$ cat config.mk
export PLATFORM = sky130hd
export DESIGN_NAME = seq_divider_restoring
export DESIGN_NICKNAME = d
export VERILOG_FILES = /design/src/rtl/seq_divider_restoring.sv
export SDC_FILE = /design/constraint.sdc
export NUM_CORES = 1
export LEC_CHECK = 0
export ABC_AREA = 1
export CORE_ASPECT_RATIO = 1.4
export CORE_UTILIZATION = 47
export CTS_CLUSTER_SIZE = 28
export DETAILED_ROUTE_END_ITERATION = 8
export GPL_TIMING_DRIVEN = 0
export PLACE_DENSITY = 0.74
export REMOVE_ABC_BUFFERS = 1
export SYNTH_ARGS = -nofsm -noshare
export SYNTH_HDL_FRONTEND = slang
export SYNTH_SLANG_ARGS = --single-unit
$ cat constraint.sdc
create_clock -name clk -period 1.5 [get_ports clk]
set_input_delay 0.15 -clock clk [delete_from_list [all_inputs] [get_ports clk]]
set_output_delay 0.15 -clock clk [all_outputs]
set_load 0.02 [all_outputs]
$ cat src/rtl/seq_divider_restoring.sv
// seq_divider_restoring: multi-cycle unsigned restoring divider, one quotient bit per clock; DIV_SELFCHECK_EN adds a q*d+r==dividend check_err output
module seq_divider_restoring #(
  parameter int VW = 4,
  parameter int DW = 2 * VW
) (
  input  logic          clk,
  input  logic          rst,
  input  logic          start,
  input  logic [DW-1:0] dividend,
  input  logic [VW-1:0] divisor,
  output logic          busy,
  output logic          done,
  output logic [DW-1:0] quotient,
  output logic [VW-1:0] remainder,
  output logic          div_by_zero
`ifdef DIV_SELFCHECK_EN
  ,
  output logic          check_err
`endif
);
  localparam logic [1:0] IDLE = 2'd0, RUN = 2'd1, DONE = 2'd2;
  localparam int CW = $clog2(DW + 1);
  logic [1:0]    state;
  logic [CW-1:0] cnt;
  logic [DW-1:0] dq;
  logic [VW-1:0] dsr;
  logic [VW:0]   prem, sh, trial;
  logic          dbz, accept;
  assign accept = start && state != RUN;
  assign busy   = state == RUN;
  always_comb begin
    sh    = {prem[VW-1:0], dq[DW-1]};
    trial = sh - {1'b0, dsr};
  end
`ifdef DIV_SELFCHECK_EN
  localparam int PW = DW + VW;
  logic [DW-1:0] dvd_l;
  logic [PW-1:0] prod;
  logic          chk;
  always_comb begin
    prod = PW'(dq) * PW'(dsr) + PW'(prem[VW-1:0]);
    chk  = !dbz && prod != PW'(dvd_l);
  end
`endif
  // Results reach the outputs on the edge that raises done, so a start taken in DONE never disturbs them early
  always_ff @(posedge clk) begin
    if (rst) begin
      state       <= IDLE;
      cnt         <= '0;
      dq          <= '0;
      dsr         <= '0;
      prem        <= '0;
      dbz         <= 1'b0;
      done        <= 1'b0;
      quotient    <= '0;
      remainder   <= '0;
      div_by_zero <= 1'b0;
`ifdef DIV_SELFCHECK_EN
      dvd_l       <= '0;
      check_err   <= 1'b0;
`endif
    end else begin
      done <= state == DONE;
      if (state == DONE) begin
        quotient    <= dq;
        remainder   <= prem[VW-1:0];
        div_by_zero <= dbz;
`ifdef DIV_SELFCHECK_EN
        check_err   <= chk;
`endif
      end
      if (accept) begin
        dsr   <= divisor;
        cnt   <= CW'(DW);
        dbz   <= divisor == '0;
        dq    <= divisor == '0 ? '1 : dividend;
        prem  <= divisor == '0 ? {1'b0, dividend[VW-1:0]} : '0;
        state <= divisor == '0 ? DONE : RUN;
`ifdef DIV_SELFCHECK_EN
        dvd_l <= dividend;
`endif
      end else if (state == RUN) begin
        prem <= trial[VW] ? sh : trial;
        dq   <= {dq[DW-2:0], !trial[VW]};
        cnt  <= cnt - 1'b1;
        if (cnt == CW'(1)) state <= DONE;
      end else if (state == DONE) begin
        state <= IDLE;
      end
    end
  end
endmodule

==> Word-level counts from Yosys, hierarchy flattened <==
Cells that the tools add are included.
{ "totals": {"ff_bits": 37, "wordCells": 39, "output_inout_bits": 15, "in_bits": 15} }
{ "op_classes": {"reduce_logical": 7, "addsub": 2, "muxes": 14, "eq_ne": 5} }
{ "ops": {"columns": ["operator", "n"], "rows": [
  ["$mux W4", 6],
  ["$mux W8", 3],
  ["$mux W2", 5],
  ["$sub A5 B4 Y5", 1],
  ["$eq A4 B1 Y1 const B", 1],
  ["$logic_not A4 Y1", 1],
  ["$sub A4 B1 Y4 const B", 1],
  ["$ne A3 B1 Y1 const B", 1],
  ["$reduce_bool A3 Y1", 1],
  ["$eq A2 B1 Y1 const B", 1],
  ["$eq A2 B2 Y1 const B", 1],
  ["$ne A2 B1 Y1 const B", 1],
  ["$reduce_and A2 Y1", 1],
  ["$reduce_bool A2 Y1", 1],
  ["$reduce_or A2 Y1", 1],
  ["$logic_and A1 B1 Y1", 1],
  ["$logic_not A1 Y1", 1]
]} }

==> Logic depth before layout (Yosys ltp) <==
Gate-level depths: netlist of the first run.
{ "depth": {"word_depth": 4, "ltp_mapped": 12, "ltp_nobuf": 12} }

==> Least setup slack after synthesis of the first run <==
Ideal clock, no wire load.
{ "synth_timing": {"kind": "reg-to-reg", "startpoint": "reg dq[7]", "endpoint": "reg prem[3]", "stages_incl_launch_ff": 13, "required_ns": 1.383, "slack_ns": -0.115, "synth_period_minus_slack_ns": 1.615, "arrival_time_ns": 1.498, "setup_time_ns": 0.117, "n_path_buf": 0, "path_cell_list": "dfxtp_1 > inv_1 > ha_1 > inv_1 > fa_1 > nand2_1 > nand2_2 > nand3_4 > nand2_4 > nor2_2 > nor2_1 > nor2_1 > nor2_1"} }
{ "synth_via": {"elab_chain_cells": 4} }
{ "synth_lines": {"columns": ["element", "line_no", "rtl"], "rows": [
  ["start: declaration", "25", "logic [DW-1:0] dq;"],
  ["start signal: assignment", "76", "dq <= divisor == '0 ? '1 : dividend;"],
  ["start signal: assignment", "84", "dq <= {dq[DW-2:0], !trial[VW]};"],
  ["$sub A5 B4 Y5", "33", "trial = sh - {1'b0, dsr};"],
  ["$mux W4", "83", "prem <= trial[VW] ? sh : trial;"],
  ["$mux W4", "82", "end else if (state == RUN) begin"],
  ["$mux W4", "72", "if (accept) begin"],
  ["end signal: assignment", "77", "prem <= divisor == '0 ? {1'b0, dividend[VW-1:0]} : '0;"],
  ["end signal: assignment", "83", null],
  ["end: declaration", "27", "logic [VW:0] prem, sh, trial;"]
]} }
Every way passes these cells. The select of a mux whose other input is x is not followed.
A chain may end at the register's enable or synchronous reset.

==> Final worst setup path of the first run <==
Ends and elaborated chain as after synthesis.

==> results.md, run 1 <==
* Cts hold-fix bufs at 0
* HPWL after detailed placement at around 2600 um
* Share of cells above drive strength 1 at 0.153
* Vias in the first global route at between 1k and 1.5k
* Placeable Area at around 3400 um^2
* Area Growth Syn to Fin at 29.6%
* Die Wd at around 53 um
* H-tree lvl count at 2
* Max Slew Vio Count at 0
* Site Rows at 25
* Layout Cells excl Fill at ~300
* Slew @ Worst Pin at approximately 0.6 ns
* Final worst slack at -0.148 ns
* Placed Cells at 295
* Comb pwr share at 0.320
* Library cells used by synthesis at 29
* Nets at around 290
* Final Hold Viols at 0
* Port bufs at 29
* Drt first pass iters at 4
* Routed len/inst at 12.9 um
* F_max at between 600 and 700 MHz
* YS warnings at 0
* Worst R2R Setup Slack at -0.15 ns
* Critical Path End Type: flip-flop
* CTS Buf Count at 5
* Pre-CTS setup slack at -0.439 ns
* Crit path to: prem[3]
* Reg2reg start: dq[7]
* Reg-to-reg critical path endpoint: prem[3]
* Netlist Area Pre-Place at 1730 um^2
* CTS tree: done
* Slew headroom at 0.609
* HP Class: input pin to flip-flop
* Clk slew on worst S/H paths at 0.07 ns
* WP data required at 1.69 ns
* Gr ovfl total at 0
* Die height at approximately 74 um
* TritonCTS sink count at 37
* Critical Path Source Type: flip-flop
* Leakage power at just over 0.9 nW
* Clock Path Buffers at 2
* DRC violations left at 0
* GRT Resource Usage Total at 0.223
* R2R depth at 12
* Min-delay src: rst
* Via count at roughly 1.6k
* Antenna cell count at 0
* Fill count at 319
* Max Clock Skew at between 0.006 and 0.007 ns
* Final core utilization at 0.652
* Final period utilization at 1.10
* P_int at 1.89 mW
* Setup TNS at -0.330 ns
* Top-Level Pins at 30
* Routed Antenna Nets at 0
* Maxcap violations at 0
* Final setup viols at 5
* Failing checks: setup timing
* Initial core utilization at 0.503
* Crit path kind: flip-flop to flip-flop
* RSZ-0062 raised after global routing: true
* Root Buffer Master: clkbuf_8
* First-pass GRT wire length at 6290 um
* Die ar. at ~3900 um^2
* Worst VDD drop at 0.812 mV
* Syn avg cell area at 7.40 um^2
* PD cells at approximately 1300 nW/um^2
* Initial antenna violation count at 0
* RePlAce Congestion at about 0.77
* Clock Power Share at 0.269
* Routed WL at between 3000 and 4000 um
* Dominant synthesized flop cell: dfxtp_1
* Sw Ratio at 0.334
* Clock Latency Late Sink at approximately 0.29 ns
* Mapped Cells at 234
* Ys async rst share at 0
* Register bit total from synthesis at 37
* Flop pwr share at 0.411
* Sequential fraction of the synthesis area at 0.428
* NetSw at ~950 uW
* Hold_ws at 0.361 ns
* Crit path launch: dq[7]
* Post-synth EDFFs at 0
* Worst-path fanout max at 5
* Critical Path AT at 1.84 ns
* Period minus WS final at 1.65 ns
* DRT iter0 DRCs at 83
* Vias per cell at around 5.2
* Largest net degree at the start of global routing at 26
* Status: complete, but fails checks
[cell type report]
cell class,instances,area [um^2],share of cell area
Timing Repair inverter,1,7.51,0.00335
Multi-Input combinational cell,165,927,0.413
Clock buffer,7,96.3,0.0429
Sequential cell,37,743,0.331
Clock inverter,1,5.00,0.00223
Tap cell,40,50.0,0.0223
Inverter,24,96.3,0.0429
Timing Repair Buffer,33,318,0.142
[power groups by stage]
stage | clock, mW | sequential, mW | combinational, mW
2_1_floorplan | 0 | 1.23 | 0.506
6_report | 0.764 | 1.17 | 0.908
3_5_place_dp | 0 | 1.18 | 0.810
5_1_grt | 0.820 | 1.18 | 1.02
3_3_place_gp | 0 | 1.18 | 0.798
4_1_cts | 0.786 | 1.17 | 0.856
[flip-flops by register name, indices dropped and copies added (netlist names)]
register,cells
cnt,4
dbz,1
div_by_zero,1
done,1
dq,8
dsr,4
prem,4
quotient,8
remainder,4
state,2
[synth_stat cells, drive strengths merged, types with 3 or more instances]
cell type / n / share of area
clkbuf: 3 / 0.0072
ha: 6 / 0.043
nand3: 15 / 0.053
dfxtp: 37 / 0.43
a21oi: 28 / 0.081
o21ai: 33 / 0.095
buf: 5 / 0.019
nand2: 47 / 0.12
nor2: 28 / 0.064
inv: 24 / 0.052
[layout by cell type, fill, tap and decap left out, types with 2 or more instances in the layout]
master | netlist | layout
nand2_2 | 4 | 3
nand3_1 | 13 | 12
ha_1 | 6 | 5
nor2_2 | 2 | 2
clkinvlp_4 | 0 | 2
dfxtp_2 | 0 | 2
o21ai_0 | 27 | 27
dfxtp_1 | 37 | 35
clkbuf_8 | 0 | 7
clkdlybuf4s50_1 | 0 | 27
nand3_4 | 1 | 2
a21oi_2 | 0 | 2
nand2_1 | 41 | 40
nand2_4 | 2 | 3
buf_4 | 1 | 4
inv_1 | 21 | 18
inv_2 | 3 | 4
o21ai_1 | 6 | 6
a21oi_1 | 28 | 26
nor2_1 | 26 | 25
[worst max-delay path: stages (launching register included)]
cell,delay [ns]
dfxtp_2,0.33
inv_2,0.07
ha_4,0.12
inv_2,0.04
fa_2,0.37
nand2_2,0.08
nand2_2,0.07
nand3_4,0.09
nand2_4,0.07
nor2_2,0.08
nor2_1,0.05
nor2_1,0.13
nor2_1,0.05
[what timing repair did]
item / CTS / global route
pin swaps: 10 / 5
setup buffers: 2 / 2
gates cloned: 0 / 1
resized for setup: 12 / 13
setup endpoints to repair: 25 / 38
[worst min-delay path by stage]
stage | slack, ns | to | cells after the start
after floorplan | 0.22 | dq[1] | 1
after global placement | 0.45 | div_by_zero | 2
after detailed placement | 0.44 | div_by_zero | 2
after CTS | 0.45 | div_by_zero | 2
after global routing | 0.40 | done | 2
final | 0.36 | done | 2
[per-layer routing]
metal  global-route usage  wire (um)  vias up
met2                0.376       2060       21
li1                     -          -      837
met3               0.0559        116        9
met5                    0          0        -
met4                0.117         89        0
met1                0.250       1710      749
[logic make-up after synthesis]
kind of cell             count (synthesis)  synth area share
AO/OA/AOI/OAI                           64             0.189
XOR/XNOR                                 1           0.00506
adder cells (fa/ha/maj)                  7            0.0549
buffers and inverters                   32            0.0780
flip-flops                              37             0.428
AND/OR/NAND/NOR                         93             0.245
[per-stage QoR]
step / cell area (um^2) / power [mW]
6_report: 2240 / 2.84
3_3_place_gp: 2030 / 1.98
3_5_place_dp: 2030 / 1.99
5_1_grt: 2240 / 3.02
4_1_cts: 2180 / 2.81
2_1_floorplan: 1690 / 1.74
Power figures use the tool's default switching activity.
==> run 2: changes to the inputs <==
Settings changed: SLEW_MARGIN set to 20.
==> results of run 2 <==
The final DEF is identical to that of run 1; final timing and power are the same.
==> run 3: changes to the inputs <==
Settings changed: CAP_MARGIN set to 20, CORE_MARGIN set to 5, CTS_BUF_LIST set to sky130_fd_sc_hd__clkbuf_16.
==> run 3 against run 2 <==
  * The flow still finishes with violations (setup timing)
  * Sequential power barely moved
  * Total power up 8.4%
  * Via count grew 0.50%
  * Die area is 27% higher
  * Largest power group unchanged
==> results.md, run 3 (same netlist as run 1, synthesis figures left out) <==
* Status: complete, but fails checks
* Failing checks: setup timing
* Clock Path Buffers at 2 (unchanged)
* Nets at 289 (unchanged)
* TritonCTS sink count at 37 (unchanged)
* Top delay family on crit path: adder cells
* Slew headroom at 0.598 (-0.0104)
* First-pass GRT wire length at 6690 um (+6.5%)
* DRT iter0 DRCs at 41 (-51%)
* Worst-path fanout max at 5 (unchanged)
* HP Class: input pin to flip-flop
* GRT Resource Usage Total at 0.177 (-0.0459)
* Leakage power at 0.963 nW (+3.0%)
* Die ar. at 5020 um^2 (+27%)
* Via count at 1,624 (+0.50%)
* Crit path kind: flip-flop to flip-flop
* Most frequent cells in the layout: 39 x nand2_1, 35 x dfxtp_1, 27 x o21ai_0, 27 x clkdlybuf4s50_1
* PD cells at 1340 nW/um^2 (+6.2%)
* Crit-path cells: inv_2, ha_4, inv_2, fa_2, nand2_2, nand2_2, nand3_4, nand2_4, buf_4, a211oi_2
* Max stage delay cell, worst path: fa_2
* Commonest non-fill, non-tap cell in the layout: nand2_1
* Slew @ Worst Pin at 0.601 ns (+0.0156 ns)
* Worst VDD drop at 0.888 mV (+9.4%)
* Routed len/inst at 13.3 um (+2.5%)
* Top-Level Pins at 30 (unchanged)
* RePlAce Congestion at 0.794 (+2.5%)
* Critical Path Max Stage Delay at 0.37 ns (about the same)
* RSZ-0062 raised after global routing: true
* Largest regs: dq (8), quotient (8)
* Layout Cells excl Fill at 310 (+0.65%)
* F_max at 607 MHz (about the same)
* CTS tree: done
* Maxcap violations at 0 (unchanged)
* Final worst slack at -0.147 ns (+0.000743 ns)
* Period minus WS final at 1.65 ns (-0.000743 ns)
* Routed WL at 4110 um (+3.2%)
* Root Buffer Master: clkbuf_16
* HPWL after detailed placement at 2650 um (+2.6%)
* Share of cells above drive strength 1 at 0.157 (+0.00373)
* Die height at 81.8 um (+11%)
* Critical Path End Type: flip-flop
* Largest net degree at the start of global routing at 26 (unchanged)
* Vias per cell at 5.24 (-0.15%)
* Final Power at 3.08 mW (+8.4%)
* Cts hold-fix bufs at 0 (unchanged)
* WP data required at 1.70 ns (about the same)
* Placeable Area at 3610 um^2 (+4.9%)
* Vias in the first global route at 1,527 (+8.3%)
* Site Rows at 26 (+4.0%)
* Routed Antenna Nets at 0 (unchanged)
* Clock Latency Late Sink at 0.28 ns (about the same)
* CTS Buf Count at 5 (unchanged)
* Drt first pass iters at 4 (unchanged)
* DRC violations left at 0 (unchanged)
* Crit path buf inv count at 3 (+1)
* Critical Path AT at 1.84 ns (about the same)
* Antenna cell count at 0 (unchanged)
* Critical Path Source Type: flip-flop
* Initial antenna violation count at 0 (unchanged)
* Max Slew Vio Count at 0 (unchanged)
* Placed Cells at 297 (+0.68%)
* Max Clock Skew at 0.00410 ns (-0.00202 ns)
* Port bufs at 29 (unchanged)
* Die Wd at 61.3 um (+15%)
* Initial core utilization at 0.480 (-0.0237)
* H-tree lvl count at 2 (unchanged)
* Final setup viols at 6 (+1)
* Clk slew on worst S/H paths at 0.05 ns (-0.02 ns)
* Final Hold Viols at 0 (unchanged)
* Area Growth Syn to Fin at 32.2%
* Final period utilization at 1.10 (about the same)
* Gr ovfl total at 0 (unchanged)
[run 3: cell count changes in the layout (fill, tap and decap cells not counted), moves of 2 or more]
cell       delta
clkbuf_8      -7
clkbuf_16     +5
inv_1         +3
nand2_2       +2
nand3_1       -2
nand3_2       +2
[run 3: worst paths after layout]
kind	startpoint	endpoint	slack [ns]	depth (start not counted)
max	dq[7]	dq[0]	-0.15	10
min	rst	done	0.38	2
max reg2reg	dq[7]	dq[0]	-0.15	10
min reg2reg	dbz	div_by_zero	0.45	2
[run 3: per-stage QoR]
stage / hold slack, ns / utilization / area, um^2 / setup slack [ns] / TNS (ns)
after detailed placement: 0.442 / 0.562 / 2030 / -0.391 / -8.68
after floorplan: 0.219 / - / 1690 / -0.115 / -0.351
after CTS: 0.455 / 0.618 / 2230 / -0.153 / -0.779
after global routing: 0.417 / 0.634 / 2290 / -0.290 / -1.24
final: 0.376 / 0.634 / 2290 / -0.147 / -0.662
after global placement: 0.441 / 0.562 / 2030 / -0.374 / -8.22
[run 3: power breakdown]
group | total, mW | internal [mW] | switching, mW
clock network | 0.956 | 0.596 | 0.360
registers | 1.17 | 1.10 | 0.0702
logic | 0.952 | 0.396 | 0.556
total | 3.08 | 2.09 | 0.986
[run 3: worst reg2reg max path: stages, from the launching register on]
cell	delay [ns]
dfxtp_2	0.32
inv_2	0.07
ha_4	0.12
inv_2	0.04
fa_2	0.37
nand2_2	0.09
nand2_2	0.07
nand3_4	0.09
nand2_4	0.07
buf_4	0.14
a211oi_2	0.17
[run 3: cell type report]
class / instances / area (um^2)
clock buffer: 5 / 125
clock inverter: 3 / 11.3
fill: 316 / 1320
inverter: 24 / 93.8
multi-input combinational: 165 / 935
sequential: 37 / 743
tap: 42 / 52.6
timing repair buffer: 33 / 322
timing repair inverter: 1 / 7.51
[run 3: timing repair]
action,CTS,global route
gates cloned,0,1
pin swaps,8,5
setup buffers,3,1
resized for setup,14,11
setup endpoints to repair,25,30
[run 3: layer usage]
layer / up-vias / routed length [um] / track usage
met5: - / 0 / 0
met4: 0 / 116 / 0.0933
met3: 10 / 124 / 0.0425
met2: 25 / 2160 / 0.299
met1: 755 / 1710 / 0.201
li1: 834 / - / -
